$ cat config.mk
export PLATFORM = sky130hd
export DESIGN_NAME = serial_adder
export DESIGN_NICKNAME = d
export VERILOG_FILES = /design/src/rtl/serial_adder.sv
export SDC_FILE = /design/constraint.sdc
export NUM_CORES = 1
export LEC_CHECK = 0
export CAP_MARGIN = 40
export CORE_MARGIN = 4
export CORE_UTILIZATION = 51
export CTS_CLUSTER_SIZE = 24
export DETAILED_ROUTE_END_ITERATION = 6
export GPL_TIMING_DRIVEN = 0
export PLACE_DENSITY = 0.78
export SYNTH_ARGS = -nofsm -noshare
export SYNTH_HDL_FRONTEND = slang
export SYNTH_SLANG_ARGS = --single-unit
$ cat constraint.sdc
create_clock -name clk -period 2 [get_ports clk]
set_input_delay 0.5 -clock clk [delete_from_list [all_inputs] [get_ports clk]]
set_output_delay 0.5 -clock clk [all_outputs]
set_load 0.05 [all_outputs]
$ cat src/rtl/serial_adder.sv
// serial_adder: bit-serial, LSB-first adder of two WIDTH-bit operands.
// One result bit is produced per clock. Each bit goes through a full adder
// built from two half_adder cells and an OR. A single carry flop links each
// bit to the next.
//
// Ports
//   clk      rising-edge clock
//   rst_n    asynchronous active-low reset
//   start_i  request; sampled only in IDLE
//   a_i/b_i  operands; captured on the accepting edge
//   busy_o   high while bits are being shifted
//   done_o   one-cycle pulse; sum_o/cout_o hold the new result
//   sum_o    (a+b) mod 2^WIDTH
//   cout_o   carry out of the MSB
//
// state | meaning
// IDLE  | waiting for start_i
// SHIFT | one operand bit summed per clock, WIDTH clocks
// DONE  | result published, done_o pulse, back to IDLE next edge

module half_adder (
    input  logic a_i,
    input  logic b_i,
    output logic s_o,
    output logic c_o
);
    assign s_o = a_i ^ b_i;
    assign c_o = a_i & b_i;
endmodule

module serial_adder #(
    parameter int WIDTH = 8
) (
    input  logic             clk,
    input  logic             rst_n,
    input  logic             start_i,
    input  logic [WIDTH-1:0] a_i,
    input  logic [WIDTH-1:0] b_i,
    output logic             busy_o,
    output logic             done_o,
    output logic [WIDTH-1:0] sum_o,
    output logic             cout_o
);
    localparam int CW = $clog2(WIDTH);
    localparam logic [CW-1:0] LAST = CW'(WIDTH - 1);

    typedef enum logic [1:0] {
        S_IDLE  = 2'd0,
        S_SHIFT = 2'd1,
        S_DONE  = 2'd2
    } state_t;

    state_t           state_q, state_d;
    logic [WIDTH-1:0] opa_q, opa_d;
    logic [WIDTH-1:0] opb_q, opb_d;
    logic [WIDTH-1:0] res_q, res_d;
    logic [WIDTH-1:0] sum_q, sum_d;
    logic             carry_q, carry_d;
    logic             cout_q, cout_d;
    logic [CW-1:0]    count_q, count_d;

    logic s1, c1, s_bit, c2, carry_nxt;

    half_adder u_ha0 (.a_i(opa_q[0]), .b_i(opb_q[0]), .s_o(s1),    .c_o(c1));
    half_adder u_ha1 (.a_i(s1),       .b_i(carry_q),  .s_o(s_bit), .c_o(c2));

    assign carry_nxt = c1 | c2;

    always_comb begin
        state_d = state_q;
        opa_d   = opa_q;
        opb_d   = opb_q;
        res_d   = res_q;
        sum_d   = sum_q;
        carry_d = carry_q;
        cout_d  = cout_q;
        count_d = count_q;
        case (state_q)
            S_IDLE: begin
                if (start_i) begin
                    opa_d   = a_i;
                    opb_d   = b_i;
                    carry_d = 1'b0;
                    count_d = '0;
                    state_d = S_SHIFT;
                end
            end
            S_SHIFT: begin
                res_d   = {s_bit, res_q[WIDTH-1:1]};
                opa_d   = opa_q >> 1;
                opb_d   = opb_q >> 1;
                carry_d = carry_nxt;
                count_d = count_q + CW'(1);
                if (count_q == LAST) begin
                    // Outputs change only here so they stay stable between results.
                    sum_d   = res_d;
                    cout_d  = carry_nxt;
                    state_d = S_DONE;
                end
            end
            S_DONE: begin
                state_d = S_IDLE;
            end
            default: begin
                state_d = S_IDLE;
            end
        endcase
    end

    always_ff @(posedge clk or negedge rst_n) begin
        if (!rst_n) begin
            state_q <= S_IDLE;
            opa_q   <= '0;
            opb_q   <= '0;
            res_q   <= '0;
            sum_q   <= '0;
            carry_q <= 1'b0;
            cout_q  <= 1'b0;
            count_q <= '0;
        end else begin
            state_q <= state_d;
            opa_q   <= opa_d;
            opb_q   <= opb_d;
            res_q   <= res_d;
            sum_q   <= sum_d;
            carry_q <= carry_d;
            cout_q  <= cout_d;
            count_q <= count_d;
        end
    end

    assign busy_o = (state_q == S_SHIFT);
    assign done_o = (state_q == S_DONE);
    assign sum_o  = sum_q;
    assign cout_o = cout_q;

endmodule

==> flow_summary.yaml <==
die:
  coreArea_um2: 3128
  initial_utilization: 0.5480
  dieArea_um2: 4353
  die_w_um: 65.98
  rows: 20
  num_io_pins: 30
  fp.dieH_um: 65.98
power:
  swShare: 0.3939
  switching_power_w: 0.001304
  p_leak_nw: 0.9408
  powerDensity_nw_per_um2: 1567
  total_power_w: 0.003311
  ir_drop_uv: 942.8
  p_int_w: 0.002007
  clkPwrFrac: 0.122
  share_comb_of_total_power: 0.468
  pwr-share-seq: 0.409
critical_path:
  worstRegToRegCells: 5
  critical_path_class: "reg2out"
  endpoint: "done_o"
  crit_path_end_kind: "output pin"
  reg2reg_to: "sum_o[0]$_DFFE_PN0P_"
  worstPathArrival_ns: 1.40
  r2r_slack_ns: 0.39
  rr_startpoint: "count_q[0]$_DFFE_PN0P_"
  crit_fanout: 10
  cp-start-kind: "register"
  cp-startpoint: "state_q[1]$_DFFE_PN0P_"
  cp.required_ns: 1.50
route:
  wl_per_cell_um: 14.96
  via_per_inst: 5.571
  drc: 0
  vias: 1170
  drtIter0Drc: 50
  drt_first_pass_iters: 4
  wl_um: 3142
  antenna_left: 0
synthesis:
  synth_top_area_share: 0.5547
  synth_area_leaders: "dfrtp_1 (55%), mux2_2 (11%), nor3b_1 (4.4%)"
  syn_avg_cell_area_um2: 13.19
  ys_warn_count: 0
  ys_ff_latch: 38
  syn_nets: 152
  synth_top_area_cell: "dfrtp_1"
  yosysSeqAreaShare: 0.5547
  syn_inst: 130
  synth_area_um2: 1714
  synth.distinct_cells: 22
finish:
  layout_common_cells: "dfrtp_1 (38), clkdlybuf4s50_1 (17), mux2_2 (16)"
  area_growth_pct: 23.28
  fin_nets: 187
  diodes: 0
  nFillCells: 247
  instances_no_fill: 210
  multi_input_area_um2: 676.9
  final_area_um2: 2113
  seq_area_um2: 950.9
  layout-drive-gt1-share: 0.2590
  final_common_cell: "dfrtp_1"
timing:
  setup-violations-final: 0
  tightestPinTransition_ns: 0.7946
  fin_ws_ns: 0.09757
  fin_worst_skew_ns: 0.006497
  min_period_over_period: 0.9512
  tns_ns: 0
  drv_slew: 0
  fin_crit_ns: 1.902
  hold_violations: 0
  relSlewSlack: 0.4703
  max_freq_ghz: 0.5256
global_routing:
  grt-ovfl-total: 0
  antenna_found_initial: 0
  grt_start_max_net_pins: 39
  grt.total_usage: 0.1681
  first_global_vias: 1162
  grt_pass1_wl_um: 5520
placement:
  hpwl_um: 2243
  dp_slack_ns: -0.2891
  place_area_um2: 2054
  globalplace.congestion: 0.7665
  place_inst: 203
  port-buffer-count: 29
clock_network:
  clockBufferDepth: 2
  cts_hold_buf: 0
  root_buffer: "clkbuf_4"
  cts.clk_slew.worst_paths_ns: 0.10
  numCtsBuffers: 5
  cts_htree_levels: 2
  clock-sinks: 38
  cts_tree: "yes"
  clkLatencyLatePin_ns: 0.34
  cts_setup_buffers: 0
outcome:
  status: "finished, final reports clean"
run:
  drv_cap: 0
worst_hold_path:
  hold_path.class: "in2async"
## what timing repair did
item | in CTS | in global routing
setup endpoints to repair | 10 | 3
gates cloned | 0 | 0
resized for setup | 21 | 6
## routing by layer
metal / vias up / GRT usage / wire, um
met5: - / 0 / 0
met4: 0 / 0.05330 / 50
met3: 6 / 0.05782 / 145
met2: 23 / 0.2591 / 1561
met1: 585 / 0.2227 / 1384
li1: 556 / - / -
## how the worst min path moves through the flow
stage / to / start
after floorplan: carry_q$_DFFE_PN0P_ / rst_n
after global placement: count_q[0]$_DFFE_PN0P_ / count_q[0]$_DFFE_PN0P_
after detailed placement: count_q[0]$_DFFE_PN0P_ / count_q[0]$_DFFE_PN0P_
after CTS: sum_o[2]$_DFFE_PN0P_ / rst_n
after global routing: sum_o[2]$_DFFE_PN0P_ / rst_n
final: sum_o[2]$_DFFE_PN0P_ / rst_n
## cell usage after synthesis
library cell / count
a211o_1: 2
a211oi_1: 8
a21oi_1: 1
a22o_1: 3
buf_2: 8
clkbuf_1: 3
dfrtp_1: 38
fa_1: 1
ha_1: 2
inv_1: 10
mux2_2: 16
mux2i_1: 1
nand2b_1: 1
nand3b_1: 1
nor2b_1: 1
nor3b_1: 10
nor4b_1: 8
nor4bb_1: 2
o21ba_2: 1
o21bai_1: 1
o221a_2: 6
or4b_1: 6
## final cells by class
cell class / instances / area share
flip-flops and latches: 38 / 0.4500
multi-input cells: 71 / 0.3203
repair buffers: 29 / 0.1308
plain buffers: 10 / 0.02664
clock buffers: 7 / 0.02605
well taps: 44 / 0.02605
inverters: 10 / 0.01776
clock inverters: 1 / 0.002368
## through the flow
stage / hold slack, ns / utilization
after global routing: 0.3011 / 0.6756
after global placement: 0.4809 / 0.6584
after detailed placement: 0.4756 / 0.6568
after CTS: 0.2527 / 0.6708
after floorplan: 0.2044 / -
final: 0.2333 / 0.6756
## power groups by stage
stage	registers, W	logic (W)	clock network [W]
after floorplan	0.00164	0.000873	0
after global placement	0.00136	0.00157	0
after detailed placement	0.00138	0.00161	0
after CTS	0.00136	0.00156	0.000421
after global routing	0.00141	0.00169	0.000462
final	0.00136	0.00155	0.000405
## state kept, by name, summed over array words and instances, names as in the netlist
name / flops
carry_q: 1
count_q: 3
cout_o: 1
opa_q: 8
opb_q: 8
res_q: 7
state_q: 2
sum_o: 8
## kinds of logic after synthesis
group	synth area share
flip-flops	0.5547
adder cells (fa/ha/maj)	0.02628
AO/OA/AOI/OAI	0.1131
buffers and inverters	0.05183
AND/OR/NAND/NOR	0.1431
multiplexers	0.1109
## worst max-delay path, cell delays in order, from the launching register on
cell and delay (ns):
dfrtp_1 0.41, buf_6 0.16, buf_4 0.17, nor2b_2 0.16, buf_6 0.16
Note: power is estimated with default switching activity, not from simulation.
